### src/rtl/uart_axi_pkg.sv
// Shared definitions for the UART AXI-lite write side: register offsets,
// default bus widths and the write arbiter state encoding.
package uart_axi_pkg;

    localparam logic [3:0] UART_THR = 4'h0;
    localparam logic [3:0] UART_IER = 4'h4;
    localparam logic [3:0] UART_LCR = 4'hC;
    // LSR sits at byte offset 0x14, which folds onto 0x4 in the 4-bit window;
    // it is read-only, so the alias never reaches the write port.
    localparam logic [3:0] UART_LSR = 4'(8'h14);

    localparam int DEF_ADDR_W = 4;
    localparam int DEF_DATA_W = 32;

    typedef enum logic {
        IDLE  = 1'b0,
        ISSUE = 1'b1
    } arb_state_e;

endpackage

### src/rtl/rr_priority_picker.sv
// Combinational round-robin picker: searches from last+1 upward, wrapping
// modulo NUM_REQ, and reports the first requester found.
module rr_priority_picker #(
    parameter int NUM_REQ = 4
) (
    input  logic [NUM_REQ-1:0]         req,
    input  logic [$clog2(NUM_REQ)-1:0] last,
    output logic                       any,
    output logic [$clog2(NUM_REQ)-1:0] winner
);

    localparam int IDX_W = $clog2(NUM_REQ);

    always_comb begin
        int w_idx;
        any    = |req;
        winner = '0;
        w_idx  = 0;
        // Walk from farthest to nearest so the closest requester after 'last' wins.
        for (int k = NUM_REQ; k >= 1; k--) begin
            w_idx = (int'(last) + k) % NUM_REQ;
            if (req[IDX_W'(w_idx)]) begin
                winner = IDX_W'(w_idx);
            end
        end
    end

endmodule

### src/rtl/uart_axi_wr_arbiter.sv
// Round-robin arbiter sharing the UART's single AXI-lite write port between
// several requesters, with a watchdog that aborts writes the UART never takes.
module uart_axi_wr_arbiter
    import uart_axi_pkg::*;
#(
    parameter int NUM_REQ = 4,
    parameter int ADDR_W  = DEF_ADDR_W,
    parameter int DATA_W  = DEF_DATA_W,
    parameter int TIMEOUT = 255
) (
    input  logic                         clk,
    input  logic                         rst_n,
    input  logic [NUM_REQ-1:0]           req_valid,
    input  logic [NUM_REQ*ADDR_W-1:0]    req_addr,
    input  logic [NUM_REQ*DATA_W-1:0]    req_data,
    output logic [NUM_REQ-1:0]           req_done,
    output logic [NUM_REQ-1:0]           req_err,
    output logic [ADDR_W-1:0]            axi_awaddr,
    output logic [DATA_W-1:0]            axi_wdata,
    output logic                         axi_wvalid,
    input  logic                         axi_wready,
    output logic                         busy,
    output logic [$clog2(NUM_REQ)-1:0]   grant_id
);

    localparam int               IDX_W    = $clog2(NUM_REQ);
    localparam int               CNT_W    = (TIMEOUT > 0) ? $clog2(TIMEOUT + 1) : 1;
    localparam logic             WDOG_EN  = (TIMEOUT != 0);
    localparam logic [CNT_W-1:0] CNT_LIM  = (TIMEOUT > 0) ? CNT_W'(TIMEOUT - 1) : '0;
    localparam logic [IDX_W-1:0] LAST_RST = IDX_W'(NUM_REQ - 1);

    arb_state_e          r_state;
    logic [ADDR_W-1:0]   r_awaddr;
    logic [DATA_W-1:0]   r_wdata;
    logic                r_wvalid;
    logic [NUM_REQ-1:0]  r_done;
    logic [NUM_REQ-1:0]  r_err;
    logic [IDX_W-1:0]    r_grant;
    logic [IDX_W-1:0]    r_last;
    logic [CNT_W-1:0]    r_cnt;

    logic                w_any;
    logic [IDX_W-1:0]    w_winner;
    logic                w_timeout;

    rr_priority_picker #(
        .NUM_REQ (NUM_REQ)
    ) u_picker (
        .req    (req_valid),
        .last   (r_last),
        .any    (w_any),
        .winner (w_winner)
    );

    assign w_timeout = WDOG_EN && (r_cnt == CNT_LIM);

    always_ff @(posedge clk or negedge rst_n) begin
        if (!rst_n) begin
            r_state  <= IDLE;
            r_awaddr <= '0;
            r_wdata  <= '0;
            r_wvalid <= 1'b0;
            r_done   <= '0;
            r_err    <= '0;
            r_grant  <= '0;
            r_last   <= LAST_RST;
            r_cnt    <= '0;
        end else begin
            r_done <= '0;
            r_err  <= '0;
            case (r_state)
                IDLE: begin
                    if (w_any) begin
                        r_awaddr <= req_addr[int'(w_winner)*ADDR_W +: ADDR_W];
                        r_wdata  <= req_data[int'(w_winner)*DATA_W +: DATA_W];
                        r_wvalid <= 1'b1;
                        r_grant  <= w_winner;
                        r_cnt    <= '0;
                        r_state  <= ISSUE;
                    end
                end
                ISSUE: begin
                    // A ready on the limit cycle still counts as a completed write.
                    if (axi_wready) begin
                        r_wvalid         <= 1'b0;
                        r_done[r_grant]  <= 1'b1;
                        r_last           <= r_grant;
                        r_state          <= IDLE;
                    end else if (w_timeout) begin
                        r_wvalid         <= 1'b0;
                        r_err[r_grant]   <= 1'b1;
                        r_last           <= r_grant;
                        r_state          <= IDLE;
                    end else if (r_cnt != {CNT_W{1'b1}}) begin
                        r_cnt <= r_cnt + 1'b1;
                    end
                end
                default: r_state <= IDLE;
            endcase
        end
    end

    assign axi_awaddr = r_awaddr;
    assign axi_wdata  = r_wdata;
    assign axi_wvalid = r_wvalid;
    assign req_done   = r_done;
    assign req_err    = r_err;
    assign grant_id   = r_grant;
    assign busy       = (r_state == ISSUE);

endmodule

### config.mk
export PLATFORM = sky130hd
export DESIGN_NAME = uart_axi_wr_arbiter
export DESIGN_NICKNAME = d
export VERILOG_FILES = /design/src/rtl/uart_axi_pkg.sv /design/src/rtl/rr_priority_picker.sv /design/src/rtl/uart_axi_wr_arbiter.sv
export SDC_FILE = /design/constraint.sdc
export NUM_CORES = 1
export LEC_CHECK = 0
export CAP_MARGIN = 0
export CORE_AREA = 2 2 116 95
export CTS_BUF_LIST = sky130_fd_sc_hd__clkbuf_4
export CTS_CLUSTER_SIZE = 28
export DETAILED_ROUTE_END_ITERATION = 8
export DIE_AREA = 0 0 118 97
export GPL_ROUTABILITY_DRIVEN = 0
export GPL_TIMING_DRIVEN = 1
export PLACE_DENSITY = 0.74
export SLEW_MARGIN = 20
export SYNTH_ARGS = -nofsm -noshare
export SYNTH_HDL_FRONTEND = slang
export SYNTH_SLANG_ARGS = --single-unit
### constraint.sdc
create_clock -name clk -period 2.28 [get_ports clk]
set_input_delay 0.456 -clock clk [delete_from_list [all_inputs] [get_ports clk]]
set_output_delay 0.456 -clock clk [all_outputs]
set_load 0.03 [all_outputs]
==> results of run 1 <==
==> placed cells by master, fill, tap and decap left out, drive strengths merged, types with 2 or more instances in the layout <==
cell type	count
a211oi	72
a21oi	4
and3	3
buf	28
bufinv	2
clkbuf	10
clkdlybuf4s50	197
clkinv	4
dfrtp	56
dfstp	2
ha	2
inv	5
mux2	2
mux2i	37
nand2	45
nand2b	8
nand4	3
nor2	49
nor3	38
o21ai	7
o22ai	2
or2	3
xnor2	2
xor2	3
==> power by group through the flow <==
stage | logic [mW] | registers [mW] | clock network (mW)
after floorplan | 1.78 | 2.43 | 0
after global placement | 4.14 | 1.76 | 0
after detailed placement | 4.23 | 1.76 | 0
after CTS | 4.24 | 1.75 | 0.878
after global routing | 4.52 | 1.81 | 0.930
final | 4.24 | 1.74 | 0.848
==> state kept, by name, summed over array words and instances, names as in the netlist <==
register,count
axi_wvalid,1
axi_awaddr,4
grant_id,2
req_done,4
r_cnt,8
busy,1
r_last,2
req_err,4
axi_wdata,32
==> through the flow <==
step | setup WS [ns] | TNS [ns]
CTS | -0.04565 | -0.1448
global route | 0.03773 | 0
finish | 0.1180 | 0
floorplan | 0.4271 | 0
global placement | -0.3425 | -12.01
detailed placement | -0.4662 | -15.52
==> cell families (layout without fill, tap and decap cells) <==
kind of cell | count (synthesis) | in the layout | synth area share, %
buffers and inverters | 34 | 246 | 5.198
AND/OR/NAND/NOR | 156 | 157 | 19.84
adder cells (fa/ha/maj) | 2 | 2 | 0.7071
XOR/XNOR | 5 | 5 | 1.238
AO/OA/AOI/OAI | 91 | 91 | 20.83
flip-flops | 58 | 58 | 41.09
multiplexers | 39 | 39 | 11.10
==> critical path, delay by kind of cell <==
kind / cells / cell delay, ns
buffers and inverters: 4 / 1.05
AND/OR/NAND/NOR: 1 / 0.22
AO/OA/AOI/OAI: 3 / 0.45
multiplexers: 1 / 0.25
==> worst max-delay path by stage <==
stage / from / slack (ns) / endpoint / cells past startpoint
after floorplan: r_last[0] / 0.43 / axi_wdata[3] / 7
after global placement: req_valid[1] / -0.34 / axi_wdata[12] / 7
final: req_valid[1] / 0.12 / axi_wdata[7] / 9
after CTS: r_last[1] / -0.05 / axi_wdata[22] / 5
after global routing: req_valid[1] / 0.04 / axi_wdata[31] / 8
after detailed placement: req_valid[1] / -0.47 / axi_wdata[2] / 7
==> routing by layer <==
layer | wire length [um] | share of wire (%) | vias up | global-route usage (%)
li1 | - | - | 1835 | -
met1 | 5337 | 43 | 1835 | 25.83
met2 | 6161 | 49 | 170 | 38.10
met3 | 898 | 7.2 | 13 | 6.545
met4 | 130 | 1.0 | 0 | 5.931
met5 | 0 | 0 | - | 0
==> final cells by class <==
class	count	area (um2)
multi-input cells	294	1956
fillers	902	4183
inverters	5	18.77
clock inverters	6	82.58
flip-flops and latches	58	1454
repair buffers	225	2255
well taps	140	175.2
clock buffers	10	75.07
==> what timing repair did <==
action / 4_1_cts / 5_1_grt
setup endpoints to repair: 13 / 35
cloned: 0 / 1
hold endpoints to repair: 0 / 0
resized for setup: 0 / 1
==> summary.txt, run 1 <==
Worst setup path
  – Critical path required time: 2.54 ns
  – Setup Crit Path Kind: input port to flop
  – R2R Setup Slk: 0.19 ns
  – CP arrival: 2.43 ns
  – Reg2reg start: r_last[1]
  – Worst-path fanout max: 12
  – Worst R2R End: axi_wdata[22]
  – Max stage delay on crit path: 0.51 ns
  – Slowest stage cell, crit path: clkdlybuf4s50_1
  – Startpoint class of the critical path: input port
  – Most common cell on crit path: buf_4
  – Nature of the critical path endpoint: flop
  – Critical-path cell list: clkdlybuf4s50_1 > o21ai_1 > a21oi_4 > buf_4 > nor3_2 > buf_4 > buf_12 > mux2i_1 > a211oi_1
  – Worst r2r path cells: 5

STA
  – Slew HR: 66.01%
  – Tmin final: 2.162 ns
  – RSZ-0062 raised after global routing: no
  – Setup-failing EPs final: 0
  – Worst slew pin tran: 0.5086 ns
  – Fin crit share: 94.82%
  – Fin. Hold Viols: 0
  – Max Slew Vio Count: 0
  – Fmax: 462.5 MHz
  – Min Hold Slack: 0.03842 ns
  – Skew final: 0.02094 ns

Layout
  – Design Area, Final: 6016 um2
  – Fin cells: 738
  – Nets: 746
  – Antenna diode count: 0
  – Final Util: 58.99%
  – Share of layout cells above drive strength 1: 11.87%
  – Syn-to-layout area delta: 70.01%

Detailed routing
  – Vias: 3853
  – First DRT Iteration DRCs: 218
  – Detail Route Antenna Nets: 0
  – Per-cell routed wire length: 16.98 um
  – Residual DRC count: 0
  – Number of vias per cell: 5.221
  – DR pass1 iterations: 4
  – DRT Wirelength: 12530 um

GRT
  – Tot GR Track Use: 21.73%
  – Largest net degree at the start of global routing: 59
  – Grt ovf: 0
  – Vias in the first global route: 4022
  – First-pass GRT wire length: 20070 um
  – Initial antenna violation count: 0

Logic synthesis
  – Most common cell in the synthesized netlist: a211oi_1
  – Main synth FF type: dfrtp_1
  – Synth top area share: 39.60%
  – Largest cells by area after synthesis: dfrtp_1 (40%), a211oi_1 (13%), mux2i_1 (10%), nor3_1 (5.4%), nor2_1 (5.1%)
  – Synth area leader: dfrtp_1
  – Mapped Cells: 385
  – Mapped cell area: 3538 um2
  – Commonest cells in the netlist: a211oi_1 (59), dfrtp_1 (56), nor2_1 (48)
  – Sequential element share of the synthesized area: 41.09%
  – #FFs+latches synth: 58
  – Syn Nets: 538
  – Post-synth ARST share: 100.0%
  – Synth cell types: 42
  – Post-synth EDFFs: 0
  – Synth Area per Inst: 9.191 um2
  – Number of synthesis warnings: 0

Floorplanning
  – Row count: 33
  – Die span in x: 118 um
  – Core ar.: 10200 um2
  – Die Area: 11450 um2
  – Initial core utilization: 34.70%
  – Io pins: 199
  – Die Span Y: 97 um

Clock tree
  – CTS root buffer: clkbuf_4
  – CTS tree: yes
  – Clk Latency, worst-skew pair: 0.40 ns
  – Clk slew on worst S/H paths: 0.11 ns
  – CTS Sinks: 58
  – Hold buffer count at cts: 0
  – Num CTS Buffers: 9
  – Htree depth: 3
  – Post-CTS setup buffer count: 0
  – Clk buf depth: 2

Pwr
  – PwrDens: 1135 nW/um2
  – Comb power frac: 62.0%
  – NetSw: 3.078 mW
  – Sw Share: 45.08%
  – Pwr Total: 6.828 mW
  – Clock share of power: 12.4%
  – Maximum vdd drop: 0.5552 mV
  – Lkg Pwr: 2.439 nW
  – Internal: 3.750 mW
  – Sequential power share: 25.5%

Place
  – Placed cell area: 5847 um2
  – Port bufs: 198
  – Post-DP HPWL: 9164 um
  – Inst Count DP: 721

Job
  – Max cap viols: 0

Hold path
  – HP Class: input port to asynchronous set/reset pin

Status
  – Status: completed
Note: power is estimated with default switching activity, not from simulation.
==> run 2, diff against run 1 <==
--- a/config.mk
+++ b/config.mk
@@ -14,7 +14,6 @@
 export GPL_ROUTABILITY_DRIVEN = 0
 export GPL_TIMING_DRIVEN = 1
 export PLACE_DENSITY = 0.74
-export SLEW_MARGIN = 20
 export SYNTH_ARGS = -nofsm -noshare
 export SYNTH_HDL_FRONTEND = slang
 export SYNTH_SLANG_ARGS = --single-unit
==> results of run 2 <==
Same layout as run 1: the final DEF is identical, and so are final timing and power.
==> run 3, diff against run 2 <==
--- a/config.mk
+++ b/config.mk
@@ -6,14 +6,14 @@
 export NUM_CORES = 1
 export LEC_CHECK = 0
 export CAP_MARGIN = 0
-export CORE_AREA = 2 2 116 95
+export CORE_AREA = 2 2 109 90
 export CTS_BUF_LIST = sky130_fd_sc_hd__clkbuf_4
 export CTS_CLUSTER_SIZE = 28
 export DETAILED_ROUTE_END_ITERATION = 8
-export DIE_AREA = 0 0 118 97
+export DIE_AREA = 0 0 111 92
 export GPL_ROUTABILITY_DRIVEN = 0
 export GPL_TIMING_DRIVEN = 1
-export PLACE_DENSITY = 0.74
+export PLACE_DENSITY = 0.85
 export SYNTH_ARGS = -nofsm -noshare
 export SYNTH_HDL_FRONTEND = slang
 export SYNTH_SLANG_ARGS = --single-unit
==> run 3 against run 2 <==
Compared with the run above: setup slack gained 0.015 ns; wire length increased by 2.5%; sequential share of layout area fell by 0.24 points; cell area increased by 1.0%; clock skew is 0.0046 ns lower; flip-flop and latch count unchanged; clock-buffer cell count down 1; first-iteration DRC count shrank 22%; register-to-register slack about the same; cell count down 1.9%.
==> summary.txt, run 3 (synthesized netlist as in run 1, its figures left out) <==
Pwr
  – Pwr Total: 7.064 mW (+3.4%)
  – Lkg Pwr: 2.485 nW (+1.9%)
  – PwrDens: 1163 nW/um2 (+2.4%)
  – Maximum vdd drop: 0.5372 mV (-3.2%)

STA
  – Fin. Hold Viols: 0 (unchanged)
  – Min Hold Slack: 0.06155 ns (+0.02313 ns)
  – Worst slew pin tran: 0.6357 ns (+0.1270 ns)
  – Tmin final: 2.147 ns (-0.01472 ns)
  – Max Slew Vio Count: 0 (unchanged)
  – RSZ-0062 raised after global routing: no
  – Slew HR: 57.62% (-8.4 points)
  – Skew final: 0.01634 ns (-0.004606 ns)
  – Setup tns final: 0 ns (unchanged)
  – Setup-failing EPs final: 0 (unchanged)
  – Fmax: 465.7 MHz (+0.69%)
  – Fin crit share: 94.18% (-0.65 points)

Worst setup path
  – Worst-path fanout max: 22 (+10)
  – Reg2reg start: r_last[0]
  – CP arrival: 2.43 ns (about the same)
  – R2R Setup Slk: 0.18 ns (about the same)
  – Worst r2r path cells: 6 (+1)
  – Worst R2R End: axi_wdata[18]
  – Critical Path Source: req_valid[1]
  – Crit path capture: axi_wdata[18]
  – Critical path required time: 2.56 ns (+0.02 ns)
  – Setup Crit Path Kind: input port to flop
  – Startpoint class of the critical path: input port
  – Nature of the critical path endpoint: flop

GRT
  – Tot GR Track Use: 24.79% (+3.1 points)
  – Vias in the first global route: 4037 (+0.37%)
  – Grt ovf: 0 (unchanged)
  – First-pass GRT wire length: 20150 um (+0.44%)
  – Initial antenna violation count: 0 (unchanged)
  – Largest net degree at the start of global routing: 41 (-31%)

Layout
  – Commonest non-fill, non-tap cell in the layout: clkdlybuf4s50_1
  – Nets: 753 (+0.94%)
  – Commonest non-fill, non-tap cells in the layout: clkdlybuf4s50_1 (197), a211oi_1 (59), dfrtp_1 (56), nor2_1 (46), nand2_1 (45)
  – Multi-input gate area: 1939 um2 (-0.83%)
  – Max reg flops: 32 (unchanged)
  – Sequential cell area: 1454 um2 (unchanged)
  – Share of layout cells above drive strength 1: 12.73% (+0.85 points)
  – Antenna diode count: 0 (unchanged)
  – Syn-to-layout area delta: 71.71%
  – # fillers: 719 (-20%)

Detailed routing
  – DR pass1 iterations: 4 (unchanged)
  – Vias: 3900 (+1.2%)
  – Number of vias per cell: 5.387 (+3.2%)
  – Per-cell routed wire length: 17.74 um (+4.5%)
  – First DRT Iteration DRCs: 170 (-22%)
  – DRT Wirelength: 12840 um (+2.5%)
  – Residual DRC count: 0 (unchanged)
  – Detail Route Antenna Nets: 0 (unchanged)

Floorplanning
  – Die Area: 10210 um2 (-11%)
  – Io pins: 199 (unchanged)
  – Core ar.: 9249 um2 (-9.3%)
  – Initial core utilization: 38.26% (+3.6 points)
  – Die Span Y: 92 um (-5.2%)
  – Die span in x: 111 um (-5.9%)
  – Row count: 32 (-3.0%)

Clock tree
  – CTS tree: yes
  – Post-CTS Resized: 0 (unchanged)
  – Post-CTS setup buffer count: 0 (unchanged)
  – Clk buf depth: 2 (unchanged)
  – CTS root buffer: clkbuf_4
  – CTS Sinks: 58 (unchanged)
  – Htree depth: 3 (unchanged)
  – Clk Latency, worst-skew pair: 0.40 ns (about the same)
  – Clk slew on worst S/H paths: 0.10 ns (about the same)
  – Num CTS Buffers: 9 (unchanged)
  – Hold buffer count at cts: 0 (unchanged)

Status
  – Status: completed

Hold path
  – HP Class: input port to asynchronous set/reset pin

Place
  – Post-DP HPWL: 9497 um (+3.6%)
  – Port bufs: 198 (unchanged)

Job
  – Max cap viols: 0 (unchanged)
==> run 3: power breakdown <==
group	switching [mW]	leakage [nW]	internal [mW]
combinational	2.41	1.70	1.94
sequential	0.308	0.686	1.45
clock	0.412	0.0948	0.545
total	3.13	2.48	3.93
==> run 3: routing by layer <==
layer | vias to the layer above | routed length (um) | track usage [%]
met5 | - | 0 | 0
met4 | 0 | 231 | 9.375
met3 | 21 | 982 | 4.891
met2 | 170 | 6561 | 45.19
met1 | 1866 | 5066 | 28.91
li1 | 1843 | - | -
==> run 3: how the worst min path moves through the flow <==
stage / start / end / slack [ns]
3_3_place_gp: rst_n / axi_wdata[16] / 0.50
5_1_grt: rst_n / axi_wdata[16] / 0.09
3_5_place_dp: rst_n / axi_wdata[16] / 0.51
2_1_floorplan: rst_n / axi_awaddr[0] / 0.16
6_report: rst_n / axi_wdata[16] / 0.06
4_1_cts: rst_n / axi_wdata[21] / 0.07
==> run 3: metrics by stage <==
step | worst slack [ns] | instances | area [um2] | utilization (%)
2_1_floorplan | 0.4271 | 385 | 3538 | -
3_3_place_gp | -0.1475 | 708 | 5901 | 63.80
3_5_place_dp | -0.2872 | 708 | 5901 | 63.80
4_1_cts | 0.1499 | 724 | 6076 | 65.69
5_1_grt | 0.01325 | 724 | 6076 | 65.69
6_report | 0.1327 | 724 | 6076 | 65.69
==> run 3: layout make-up <==
type,count,area share (%)
timing repair buffer,233,38.51
tap,119,2.451
multi-input combinational,293,31.92
clock buffer,9,1.112
sequential,58,23.93
inverter,5,0.3089
clock inverter,7,1.771
==> run 3: worst max-delay path: stages <==
cell	delay (ns)
clkdlybuf4s50_1	0.47
o21ai_1	0.25
a21oi_4	0.10
or3_2	0.50
buf_4	0.23
a211oi_1	0.31
a211oi_1	0.10
